==> src/rtl/addertree_seq_ctrl.sv <==
// rtl/addertree_seq_ctrl.sv - sequencing controller for the stage-1 adder-tree (optional ADDERTREE_SEQ_CTRL_PERF_EN)
module addertree_seq_ctrl #(
  parameter int PIPE_DEPTH = 3,
  parameter int CNT_W      = 8
) (
  input  logic                  clk,
  input  logic                  reset_n,
  input  logic                  start,
  input  logic [CNT_W-1:0]      cfg_len,
  input  logic                  in_valid,
  output logic                  in_ready,
  output logic [PIPE_DEPTH-1:0] stage_en,
  output logic                  acc_en,
  output logic                  acc_clr,
  output logic                  out_valid,
  input  logic                  out_ready,
  output logic                  busy,
  output logic                  err_len
`ifdef ADDERTREE_SEQ_CTRL_PERF_EN
  ,
  output logic [31:0]           perf_cycles
`endif
);

  typedef enum logic [1:0] {
    IDLE  = 2'd0,
    RUN   = 2'd1,
    DRAIN = 2'd2,
    DONE  = 2'd3
  } state_t;

  state_t                state_q;
  state_t                state_d;
  logic [CNT_W-1:0]      len_q;
  logic [CNT_W-1:0]      issue_cnt;
  logic [CNT_W-1:0]      acc_cnt;
  logic [PIPE_DEPTH-1:0] v_q;
  logic                  err_q;

  logic                  fire;
  logic                  start_ok;
  logic                  start_bad;
  logic                  last_issue;
  logic                  acc_complete;

  // Handshake decode, valid-bit shifting and accumulator controls
  always_comb begin
    in_ready   = (state_q == RUN);
    busy       = (state_q != IDLE);
    out_valid  = (state_q == DONE);
    err_len    = err_q;
    fire       = in_valid && in_ready;
    start_ok   = (state_q == IDLE) && start && (cfg_len != '0);
    start_bad  = (state_q == IDLE) && start && (cfg_len == '0);
    last_issue = fire && ((issue_cnt + CNT_W'(1)) == len_q);
    // stage 0 loads on a fire; every later stage loads from the previous stage's valid bit
    stage_en   = (v_q << 1) | PIPE_DEPTH'(fire);
    acc_en     = v_q[PIPE_DEPTH-1];
    acc_clr    = acc_en && (acc_cnt == '0);
    // look one acc_en ahead so out_valid rises the cycle after the last accumulate
    acc_complete = (acc_cnt == len_q) ||
                   (acc_en && ((acc_cnt + CNT_W'(1)) == len_q));
  end

  // Next-state logic for the job sequencer
  always_comb begin
    state_d = state_q;
    case (state_q)
      IDLE: begin
        if (start_ok) state_d = RUN;
      end
      RUN: begin
        if (last_issue) state_d = DRAIN;
      end
      DRAIN: begin
        if (acc_complete) state_d = DONE;
      end
      DONE: begin
        if (out_ready) state_d = IDLE;
      end
      default: state_d = IDLE;
    endcase
  end

  // State register
  always_ff @(posedge clk) begin
    if (!reset_n) state_q <= IDLE;
    else          state_q <= state_d;
  end

  // Per-stage valid bits; a reset discards every in-flight term
  always_ff @(posedge clk) begin
    if (!reset_n) v_q <= '0;
    else          v_q <= stage_en;
  end

  // Job length capture and issue/accumulate counters
  always_ff @(posedge clk) begin
    if (!reset_n) begin
      len_q     <= '0;
      issue_cnt <= '0;
      acc_cnt   <= '0;
    end else if (start_ok) begin
      len_q     <= cfg_len;
      issue_cnt <= '0;
      acc_cnt   <= '0;
    end else begin
      if (fire)   issue_cnt <= issue_cnt + CNT_W'(1);
      if (acc_en) acc_cnt   <= acc_cnt + CNT_W'(1);
    end
  end

  // Zero-length start flag, visible for exactly one cycle
  always_ff @(posedge clk) begin
    if (!reset_n) err_q <= 1'b0;
    else          err_q <= start_bad;
  end

`ifdef ADDERTREE_SEQ_CTRL_PERF_EN
  logic [31:0] perf_q;

  // Busy-cycle counter; the value seen in a cycle includes that cycle if it is busy
  always_ff @(posedge clk) begin
    if (!reset_n) begin
      perf_q <= '0;
    end else if (start_ok) begin
      perf_q <= 32'd1;
    end else if ((state_d != IDLE) && (perf_q != 32'hFFFF_FFFF)) begin
      perf_q <= perf_q + 32'd1;
    end
  end

  // Counter output
  always_comb begin
    perf_cycles = perf_q;
  end
`endif

endmodule
==> config.mk <==
export PLATFORM = sky130hd
export DESIGN_NAME = addertree_seq_ctrl
export DESIGN_NICKNAME = d
export VERILOG_FILES = /design/src/rtl/addertree_seq_ctrl.sv
export SDC_FILE = /design/constraint.sdc
export NUM_CORES = 1
export LEC_CHECK = 0
export CAP_MARGIN = 30
export CORE_ASPECT_RATIO = 0.75
export CORE_MARGIN = 2
export CORE_UTILIZATION = 50
export DETAILED_ROUTE_END_ITERATION = 10
export DONT_BUFFER_PORTS = 1
export SYNTH_ARGS = -nofsm -noshare
export SYNTH_HDL_FRONTEND = slang
export SYNTH_SLANG_ARGS = --single-unit
export TNS_END_PERCENT = 1
==> constraint.sdc <==
create_clock -name clk -period 2.35 [get_ports clk]
set_input_delay 0.47 -clock clk [delete_from_list [all_inputs] [get_ports clk]]
set_output_delay 0.47 -clock clk [all_outputs]
set_load 0.005 [all_outputs]
Word-level counts from Yosys, hierarchy flattened
Index checks and enable logic that the tools add are counted.
- register bits after elaboration: 30
- latch bits: 0
- memory bits (writable): 0
- ROM bits: 0
- input bits: 13
- logic and storage cells: 40
- memories: 0
- add/subtract/negate cells: 2
- multipliers: 0
- div/mod/pow operators: 0
- $lt $le $gt $ge: 0
- eq/ne operators: 10
- shift operators: 0
- muxes and demuxes: 5
- bitwise logic cells: 2
- reductions and logical operators: 15
- operator list (cell ; number):
    $eq A8 B8 Y1 ; 3
    $add A8 B1 Y8 const B ; 2
    $logic_not A8 Y1 ; 2
    $mux W2 ; 4
    $pmux W2 S4 ; 1
    $reduce_bool A8 Y1 ; 1
    $logic_and A1 B1 Y1 ; 7
    $eq A2 B2 Y1 const B ; 2
    $ne A2 B1 Y1 const B ; 2
    $ne A2 B2 Y1 const B ; 2
    $reduce_and A4 Y1 ; 1
    $or A3 B1 Y3 ; 1
    $eq A2 B1 Y1 const B ; 1
    $logic_not A2 Y1 ; 1
    $reduce_bool A2 Y1 ; 1
    $reduce_or A2 Y1 ; 1
    $logic_or A1 B1 Y1 ; 1
    $not A1 Y1 ; 1

Logic depth before layout (Yosys ltp)
- depth after elaboration: 6
- depth in mapped cells: 8
- mapped depth without buffers: 8

Worst setup path before layout
Ideal clock, no wire load.
- path kind: register to register
- start point: register issue_cnt[1]
- end point: register state_q[1]
- library setup time: 72 ps
- arrival: 2107 ps
- required time: 2278 ps
- setup slack: 172 ps
- stages on the path, launching flop included: 8
- cells stage by stage: dfxtp_1 > ha_1 > xor2_1 > a2111oi_2 > o21ai_1 > o41a_1 > nor4_4 > mux2i_1
- longest elaborated chain between the ends: 5
- ends and longest elaborated chain (element ; RTL line ; source):
    start, declared ; 35 ; logic [CNT_W-1:0] issue_cnt;
    start signal, assigned ; 108 ; if (fire) issue_cnt <= issue_cnt + CNT_W'(1);
    $add A8 B1 Y8 ; 55 ; last_issue = fire && ((issue_cnt + CNT_W'(1)) == len_q);
    $eq A8 B8 Y1 ; 55 ;
    $logic_and A1 B1 Y1 ; 55 ;
    $ne A2 B1 Y1 (no line) ; -- ;
    $reduce_and A4 Y1 (no line) ; -- ;
    end signal, assigned ; 88 ; else state_q <= state_d;
    end, declared ; 32 ; state_t state_q;
Every way passes these cells.
A chain may end at the register's enable or synchronous reset.

Final worst setup path
- start point: register issue_cnt[0]
- end point: register state_q[0]
The elaborated chain is that of the path after synthesis.

==> qor.yml <==
grt:
  grt_start_max_net_pins: 17
  grt_first_pass_wirelength_mm: 7.04
  antenna_found_initial: 0
  grt_pass1_vias: 1481
  grt_overflow: 0
  track_usage_pct: 22.4
layout:
  nets: 239
  area_delta_synth_final_pct: 7.54
  drive_gt1_share_pct: 9.63
  mostFrequentLayoutCells: "30 x dfxtp_1, 23 x nor2_1, 19 x xnor2_1"
  antennaDiodeCount: 0
  mostFrequentLayoutCell: "dfxtp_1"
  fin_area_sq_um: 2000
worst_setup_path:
  crit_path_top_delay_cell: "o41a_1"
  crit_chain: "ha_1 -> xor2_1 -> a2111oi_2 -> o21ai_1 -> o41a_1 -> o41ai_1 -> o21ba_2"
  worstSetupPathType: "register to register"
  path_depth: 7
  crit_buf_inv: 0
  r2r_start: "issue_cnt[0]$_SDFFE_PP0P_"
  critical_path_arrival_ns: 2.42
  cpLargestDelayFamily: "compound AO/OA/AOI/OAI gates"
  worst-path-max-fanout: 2
  r2r_slack_ns: 0.11
  timing.rr.end: "state_q[0]$_SDFFE_PN0P_"
  crit_start: "issue_cnt[0]$_SDFFE_PP0P_"
  cp-end-kind: "register"
  reg2reg_depth: 7
  max_stage_delay_ns: 0.48
  cp_data_required_time_ns: 2.53
  start_kind: "register"
  endpoint: "state_q[0]$_SDFFE_PN0P_"
clock_tree:
  cts_resized: 0
  cts-hold-fix-buffers: 0
  clk_pin_slew_ns: 0.06
  clk_latency_ns: 0.29
  post-cts-setup-buffers: 0
  htreeDepth: 2
  cts.sinks: 30
  numCtsBuffers: 5
  cts-root-buf: "clkbuf_8"
  cts_tree: "built"
  clockBufferDepth: 2
placed_design:
  place_ws_ns: 0.0586
  placed_area_sq_um: 1920
  io_buffers: 0
  hpwl_mm: 3.31
  gp_congestion: 0.915
power_and_ir_drop:
  powerDensity_nw_per_um2: 788
  leakage_nw: 0.739
  total_power_mw: 1.58
  vdd.ir_drop.worst_mv: 0.398
yosys:
  ys_ff_latch: 30
  synth_cell_types: 46
  synth_nets: 238
  async_reset_ff_share_pct: 0
  ys_seq_area_share_pct: 32.3
  synth_cells: 217
  syn_area_per_cell_sq_um: 8.56
  ys.flop_type: "dfxtp_1"
  netlist_area_sq_um: 1860
  yosys_warnings: 0
  synth_edf_count: 0
detailed_routing:
  drcViolationCount: 0
  wl_per_cell_um: 15.8
  ant_nets: 0
  wl_mm: 4.27
  viasPerCell: 5.58
  dr_total_vias: 1506
  first_iter_violations: 48
  dr.pass1.iters: 4
floorplan:
  initial_utilization_pct: 51.4
  dieArea_sq_um: 4220
  die_width_um: 74.4
  boundaryPins: 22
  rows: 19
  core_sq_um: 3610
  dieHeight_um: 56.8
timing:
  slew_headroom_pct: 69.1
  fin_crit_ns: 2.24
  fin_crit_sh_pct: 95.4
  rsz0062_at_grt: "no"
  skew_ns: 0.00797
  finalHoldViolCount: 0
  setup_viol: 0
  tns_ns: 0
  timing_worst_slew_pin_value_ns: 0.462
  slew_violations: 0
  hold_slack_ns: 0.308
  fmax_mhz: 446
  setup_ws_ns: 0.109
job:
  max_cap_violations: 0
min_path:
  hp-class: "input port to register"
status:
  status: "finished, final reports clean"
==> metrics by stage <==
step	util, %	cells
5_1_grt	55.3	270
6_report	55.3	270
2_1_floorplan	-	217
4_1_cts	55.3	270
3_3_place_gp	53.1	263
3_5_place_dp	53.1	263
==> cells in the mapped netlist (2+ instances only) <==
| library cell | n | area, sq um |
|---|---|---|
| and3_1 | 3 | 18.8 |
| o21ai_0 | 3 | 15.0 |
| nor2b_1 | 8 | 50.1 |
| nor4_1 | 2 | 12.5 |
| a31oi_1 | 2 | 12.5 |
| a21oi_1 | 5 | 25.0 |
| buf_4 | 2 | 15.0 |
| nand4_1 | 6 | 37.5 |
| o211ai_1 | 2 | 15.0 |
| nand2b_1 | 4 | 25.0 |
| nand3_1 | 9 | 45.0 |
| nand2_1 | 15 | 56.3 |
| mux2i_1 | 9 | 90.1 |
| nor3_1 | 2 | 10.0 |
| nand4b_1 | 2 | 17.5 |
| inv_1 | 8 | 30.0 |
| and4b_1 | 2 | 20.0 |
| xnor2_1 | 19 | 166 |
| ha_1 | 8 | 100 |
| a41oi_1 | 2 | 17.5 |
| a22o_1 | 2 | 17.5 |
| xor2_1 | 14 | 123 |
| o22ai_1 | 3 | 18.8 |
| clkbuf_1 | 9 | 33.8 |
| nor2_1 | 23 | 86.3 |
| buf_2 | 2 | 10.0 |
| and2_1 | 2 | 12.5 |
| dfxtp_1 | 30 | 601 |
| and4_1 | 2 | 17.5 |
==> layout make-up <==
class                           instances  area, sq um
Multi-Input combinational cell        165         1160
Timing Repair Buffer                    8         60.1
Fill cell                             359         1620
Clock buffer                            5         68.8
Sequential cell                        30          601
Inverter                                8         30.0
Tap cell                               52         65.1
Clock inverter                          2         10.0
==> kinds of logic after synthesis <==
kind of cell | count (synthesis) | synth area share [%]
and+or+nand+nor | 87 | 25.7
xor gates and xnor gates | 33 | 15.6
DFF | 30 | 32.3
AOI/OAI and AO/OA | 27 | 10.6
buffers and inverters | 22 | 5.05
muxes | 10 | 5.45
adders and majority gates | 8 | 5.39
==> worst min-delay path by stage <==
stage / endpoint / from / cells past startpoint / slack [ns]
global placement: state_q[1]$_SDFFE_PN0P_ / state_q[1]$_SDFFE_PN0P_ / 2 / 0.48
finish: v_q[1]$_SDFF_PN0_ / reset_n / 1 / 0.31
global route: v_q[1]$_SDFF_PN0_ / reset_n / 1 / 0.31
detailed placement: v_q[1]$_SDFF_PN0_ / v_q[0]$_SDFF_PN0_ / 1 / 0.50
CTS: v_q[1]$_SDFF_PN0_ / reset_n / 1 / 0.30
floorplan: v_q[1]$_SDFF_PN0_ / v_q[0]$_SDFF_PN0_ / 1 / 0.46
==> power breakdown <==
group | switching (mW) | internal [mW] | total (mW)
clock | 0.189 | 0.198 | 0.387
sequential | 0.0673 | 0.560 | 0.628
combinational | 0.296 | 0.265 | 0.561
==> worst reg2reg max path, stage by stage (launching register included) <==
cell	delay, ns
dfxtp_1	0.31
ha_1	0.31
xor2_1	0.18
a2111oi_2	0.29
o21ai_1	0.11
o41a_1	0.48
o41ai_1	0.24
o21ba_2	0.20
==> per-layer routing <==
layer / GRT usage (%) / routed length, um / vias up
li1: - / - / 752
met4: 9.95 / 98 / 0
met5: 0 / 0 / -
met1: 30.8 / 2200 / 711
met3: 6.82 / 194 / 10
met2: 31.9 / 1770 / 33
==> state kept, by name, summed over array words and instances, names as in the netlist <==
signal and flops:
acc_cnt 8, err_len 1, issue_cnt 8, len_q 8
state_q 2, v_q 3
(Power assumes the default switching activity.)
